File: src/rtl/integral_x_inverse.sv
// integral_x_inverse: recovers the upper bound num1 of the integral of x dx
// from the integral result (ComPart, Residue[0]) and the lower bound num2.
// Fixed 13-cycle start-to-done latency; err flags inexact or out-of-range roots.
module integral_x_inverse (
  input  logic       clk,
  input  logic       rst_n,
  input  logic       start,
  input  logic [9:0] ComPart,
  input  logic [1:0] Residue,
  input  logic [4:0] num2,
  output logic [4:0] num1,
  output logic       err,
  output logic       busy,
  output logic       done
);

  typedef enum logic [2:0] {
    IDLE,
    SQUARE,
    SUM,
    ROOT,
    CHECK
  } state_e;

  state_e      state_q, state_d;
  logic [9:0]  comp_q, comp_d;
  logic        res0_q, res0_d;
  logic [9:0]  mcand_q, mcand_d;
  logic [4:0]  mplier_q, mplier_d;
  logic [9:0]  acc_q, acc_d;
  logic [2:0]  cnt_q, cnt_d;
  logic [11:0] t_q, t_d;
  logic [4:0]  r_q, r_d;
  logic [4:0]  num1_q, num1_d;
  logic        err_q, err_d;
  logic        done_q, done_d;

  logic [4:0]  cand;
  logic [11:0] cand_sq;
  logic [11:0] root_sq;

  // Residue[1] carries no information for an integer integral of x dx.
  logic        unused_res1;
  assign unused_res1 = Residue[1];

  assign num1 = num1_q;
  assign err  = err_q;
  assign done = done_q;
  assign busy = (state_q != IDLE);

  // Root candidate for the current bit and the squares used by ROOT and CHECK.
  always_comb begin
    cand    = r_q | (5'd1 << cnt_q);
    cand_sq = 12'(cand) * 12'(cand);
    root_sq = 12'(r_q) * 12'(r_q);
  end

  // Next-state and datapath control; SQUARE and ROOT share cnt_q as iteration index.
  always_comb begin
    state_d  = state_q;
    comp_d   = comp_q;
    res0_d   = res0_q;
    mcand_d  = mcand_q;
    mplier_d = mplier_q;
    acc_d    = acc_q;
    cnt_d    = cnt_q;
    t_d      = t_q;
    r_d      = r_q;
    num1_d   = num1_q;
    err_d    = err_q;
    done_d   = 1'b0;

    case (state_q)
      IDLE: begin
        if (start) begin
          comp_d   = ComPart;
          res0_d   = Residue[0];
          mcand_d  = {5'd0, num2};
          mplier_d = num2;
          acc_d    = '0;
          r_d      = '0;
          cnt_d    = '0;
          state_d  = SQUARE;
        end
      end
      SQUARE: begin
        if (mplier_q[0]) begin
          acc_d = acc_q + mcand_q;
        end
        mcand_d  = mcand_q << 1;
        mplier_d = mplier_q >> 1;
        if (cnt_q == 3'd4) begin
          state_d = SUM;
        end else begin
          cnt_d = cnt_q + 3'd1;
        end
      end
      SUM: begin
        t_d     = {1'b0, comp_q, 1'b0} + {11'd0, res0_q} + {2'd0, acc_q};
        cnt_d   = 3'd4;
        state_d = ROOT;
      end
      ROOT: begin
        if (cand_sq <= t_q) begin
          r_d = cand;
        end
        if (cnt_q == 3'd0) begin
          state_d = CHECK;
        end else begin
          cnt_d = cnt_q - 3'd1;
        end
      end
      CHECK: begin
        num1_d  = r_q;
        err_d   = (t_q > 12'd961) || (root_sq != t_q);
        done_d  = 1'b1;
        state_d = IDLE;
      end
      default: begin
        state_d = IDLE;
      end
    endcase
  end

  // State and datapath registers with asynchronous active-low clear.
  always_ff @(posedge clk or negedge rst_n) begin
    if (!rst_n) begin
      state_q  <= IDLE;
      comp_q   <= '0;
      res0_q   <= 1'b0;
      mcand_q  <= '0;
      mplier_q <= '0;
      acc_q    <= '0;
      cnt_q    <= '0;
      t_q      <= '0;
      r_q      <= '0;
      num1_q   <= '0;
      err_q    <= 1'b0;
      done_q   <= 1'b0;
    end else begin
      state_q  <= state_d;
      comp_q   <= comp_d;
      res0_q   <= res0_d;
      mcand_q  <= mcand_d;
      mplier_q <= mplier_d;
      acc_q    <= acc_d;
      cnt_q    <= cnt_d;
      t_q      <= t_d;
      r_q      <= r_d;
      num1_q   <= num1_d;
      err_q    <= err_d;
      done_q   <= done_d;
    end
  end

endmodule

File: config.mk
export PLATFORM = sky130hd
export DESIGN_NAME = integral_x_inverse
export DESIGN_NICKNAME = d
export VERILOG_FILES = /design/src/rtl/integral_x_inverse.sv
export SDC_FILE = /design/constraint.sdc
export NUM_CORES = 1
export LEC_CHECK = 0
export CAP_MARGIN = 25
export CORE_UTILIZATION = 48
export CTS_CLUSTER_DIAMETER = 100
export DETAILED_ROUTE_END_ITERATION = 8
export MAX_ROUTING_LAYER = met4
export PLACE_DENSITY = 0.69
export RECOVER_POWER = 100
export SLEW_MARGIN = 20
export SYNTH_ARGS = -nofsm -noshare
export SYNTH_HDL_FRONTEND = slang
export SYNTH_SLANG_ARGS = --single-unit
export TNS_END_PERCENT = 20
File: constraint.sdc
create_clock -name clk -period 4.5 [get_ports clk]
set_input_delay 0.9 -clock clk [delete_from_list [all_inputs] [get_ports clk]]
set_output_delay 0.9 -clock clk [all_outputs]
set_load 0.02 [all_outputs]
==> flow_summary.json <==
{
  "status": "finished with violations",
  "violations": "capacitance limit, slew limit, setup timing",
  "yosysTopAreaCell": "dfrtp_1",
  "numCtsBuffers": 9,
  "antenna_left": 0,
  "slew_headroom_pct": -14.2,
  "gp_congestion": 0.871,
  "cp.required_ps": 4720,
  "min_path_type": "reg2reg",
  "ir_drop_mv": 0.433,
  "cellPowerDensity_nw_per_um2": 850,
  "cp_max_fo": 6,
  "start_util_pct": 49.6,
  "drc": 0,
  "finalSetupViolCount": 5,
  "ff_latch_area_um2": 1650,
  "p_leak_nw": 2.80,
  "avgSynthCellArea_um2": 8.75,
  "slew_violations": 9,
  "syn_area_um2": 4870,
  "synth_edf_count": 0,
  "synth_flop_cell": "dfrtp_1",
  "critPathLaunch": "cnt_q[2]",
  "critPathKind": "reg2reg",
  "io_pins": 28,
  "worstReg2RegStart": "cnt_q[2]",
  "synth_cell_types": 62,
  "hold_violations": 0,
  "fillerInstances": 920,
  "syn-num-nets": 635,
  "wl_per_cell_um": 14.8,
  "final_common_cell": "nand2_1",
  "diodes": 0,
  "setup_ws_ps": -139,
  "die_w_um": 103,
  "place_hpwl_mm": 8.37,
  "rows": 36,
  "place_area_um2": 5530,
  "clockRootBuffer": "clkbuf_8",
  "core_area_um2": 9820,
  "fp.dieH_um": 103,
  "vias_per_cell": 5.41,
  "final_cell_mix": "nand2_1 (97), dfrtp_1 (65), ha_1 (48), inv_1 (40)",
  "antenna_found_initial": 0,
  "first_pass_iters": 4,
  "yosysWarnings": 0,
  "grt_max_degree": 41,
  "rsz0062_at_grt": "true",
  "yosysSeqAreaShare_pct": 33.9,
  "route.vias.total": 4060,
  "area_growth_pct": 19.6,
  "multi_input_comb_area_um2": 3060,
  "fin_tns_setup_ps": -635,
  "grt_util_all_layers_pct": 24.2,
  "fin_crit_sh_pct": 103,
  "path_clk_slew_ps": 70,
  "place_ws_ps": -389,
  "grt_pass1_vias": 4092,
  "worstHoldStart": "comp_q[3]",
  "grt_overflow_total": 0,
  "slowest_delay_ps": 510,
  "finalNetCount": 690,
  "cts_tree": "yes",
  "crit_path_start_kind": "flop",
  "drive_gt1_share_pct": 14.1,
  "dp_cells": 729,
  "max_freq_ghz": 0.216,
  "die_area_um2": 10600,
  "cts_sinks": 66,
  "design_area_um2": 5830,
  "synthTopCellsByArea": "dfrtp_1 (34%), ha_1 (13%), nand2_1 (7.6%)",
  "period_minus_slack_ps": 4640,
  "grt_pass1_wl_mm": 19.1,
  "worstMarginPinSlew_ps": 1710,
  "synth_top_cell_area_share_pct": 33.9,
  "endpoint_kind": "flop",
  "clock_latency_ps": 350,
  "syn_inst": 557,
  "path_cells": "buf_12, o31ai_4, nand2_2, fa_1, fa_1, inv_1, ha_1, a31o_4, ha_4, nand2_4, nor2_2, a211oi_2, o21bai_1, xnor2_1, ha_1, nand4_1, nor4_1, or4_4, a32oi_2, o31ai_2",
  "port_buffers": 26,
  "drt-total-wl_mm": 11.1,
  "hold_buffers": 0,
  "max_cap_viol_count": 1,
  "dr.first_iter.drc_count": 163,
  "ys_seq_elements": 66,
  "h-tree-depth": 3,
  "arrival_ps": 4860,
  "power_mw": 4.96,
  "cpMaxStageDelayCell": "fa_1",
  "clock_path_buffers": 2,
  "skew_ps": 7.21,
  "synthArstFlopShare_pct": 100,
  "finalNonFillerCells": 750
}
final cells by class:
| class | count | share of cell area (%) |
|---|---|---|
| Inverter | 42 | 2.70 |
| Sequential cell | 66 | 28.3 |
| Clock inverter | 5 | 1.33 |
| Clock buffer | 11 | 2.42 |
| Tap cell | 133 | 2.85 |
| Timing Repair Buffer | 67 | 9.79 |
| Multi-Input combinational cell | 426 | 52.6 |
Yosys cell counts, types with 2 or more instances:
| library cell | instances |
|---|---|
| inv_1 | 41 |
| nand2_1 | 99 |
| and2_1 | 10 |
| a21oi_1 | 34 |
| clkbuf_1 | 18 |
| o21ai_1 | 2 |
| a211oi_1 | 5 |
| a31oi_1 | 2 |
| a32o_1 | 3 |
| buf_2 | 2 |
| o31ai_1 | 11 |
| nor3_1 | 8 |
| o211ai_1 | 5 |
| o21ai_0 | 37 |
| nor2_1 | 21 |
| ha_1 | 49 |
| a41oi_1 | 2 |
| nand4_1 | 3 |
| nor3b_1 | 3 |
| xor2_1 | 8 |
| nand3_1 | 5 |
| or3_1 | 2 |
| o311ai_0 | 2 |
| or2_2 | 2 |
| fa_1 | 9 |
| and3_1 | 7 |
| nor4b_1 | 2 |
| o22ai_1 | 2 |
| nor2b_1 | 8 |
| o21bai_1 | 5 |
| dfrtp_1 | 66 |
| nand2b_1 | 4 |
| a32oi_1 | 5 |
| nor4_1 | 4 |
| a21o_1 | 15 |
| xnor2_1 | 24 |
| mux2_2 | 6 |
| or4_1 | 2 |
power by group:
group	switching (mW)	internal [mW]	total [mW]
clock network	0.233	0.325	0.558
registers	0.252	0.839	1.09
logic	1.76	1.55	3.31
stage by stage:
stage | util [%] | hold WS (ps)
6_report | 59.4 | 487
5_1_grt | 59.4 | 517
4_1_cts | 58.9 | 492
3_5_place_dp | 56.3 | 474
3_3_place_gp | 56.3 | 461
2_1_floorplan | - | 450
kinds of logic (layout without fill, tap and decap cells):
| kind of cell | count (synthesis) | count (layout) | share of synthesized area (%) |
|---|---|---|---|
| AO/OA/AOI/OAI | 142 | 142 | 18.9 |
| XOR/XNOR | 32 | 32 | 5.75 |
| multiplexers | 7 | 7 | 1.59 |
| flip-flops | 66 | 66 | 33.9 |
| adder cells (fa/ha/maj) | 58 | 58 | 16.3 |
| buffers and inverters | 65 | 125 | 5.29 |
| AND/OR/NAND/NOR | 187 | 187 | 18.4 |
state kept, by name, indices dropped and copies added, names as in the netlist:
signal and cells:
mcand_q 10, done 1, mplier_q 5, res0_q 1, err 1, state_q 3
cnt_q 3, comp_q 10, r_q 5, num1 5, t_q 12, acc_q 10
metal layers:
layer	track usage [%]	vias to the layer above	wire, um
met1	30.2	1930	4960
met2	40.0	64	5620
li1	-	2051	-
met3	4.75	15	333
met4	7.26	0	158
met5	-	-	0
path summary, 6_finish.rpt:
| path | endpoint | slack [ps] | cells past startpoint |
|---|---|---|---|
| min in group asynchronous | mcand_q[8] | 650 | 1 |
| max in group asynchronous | comp_q[0] | 1970 | 2 |
| setup reg to reg | r_q[3] | -140 | 20 |
| hold reg to reg | comp_q[3] | 490 | 2 |
| setup / recovery | r_q[3] | -140 | 20 |
| hold / removal | comp_q[3] | 490 | 2 |
worst max-delay path, delay by kind of cell, from the launching register on:
family / cells / cell delay (ps)
AO/OA/AOI/OAI: 6 / 1020
XOR/XNOR: 1 / 140
adder cells (fa/ha/maj): 5 / 1840
buffers and inverters: 2 / 190
flip-flops: 1 / 420
AND/OR/NAND/NOR: 6 / 900
repair_timing:
action | in CTS | in global routing
endpoints found under the setup margin | 5 | 5
gates resized for setup | 5 | 9
pin swaps | 13 | 6
gates cloned | 0 | 0
buffers inserted | 2 | 1
No activity file was read; power rests on OpenSTA's default activity.
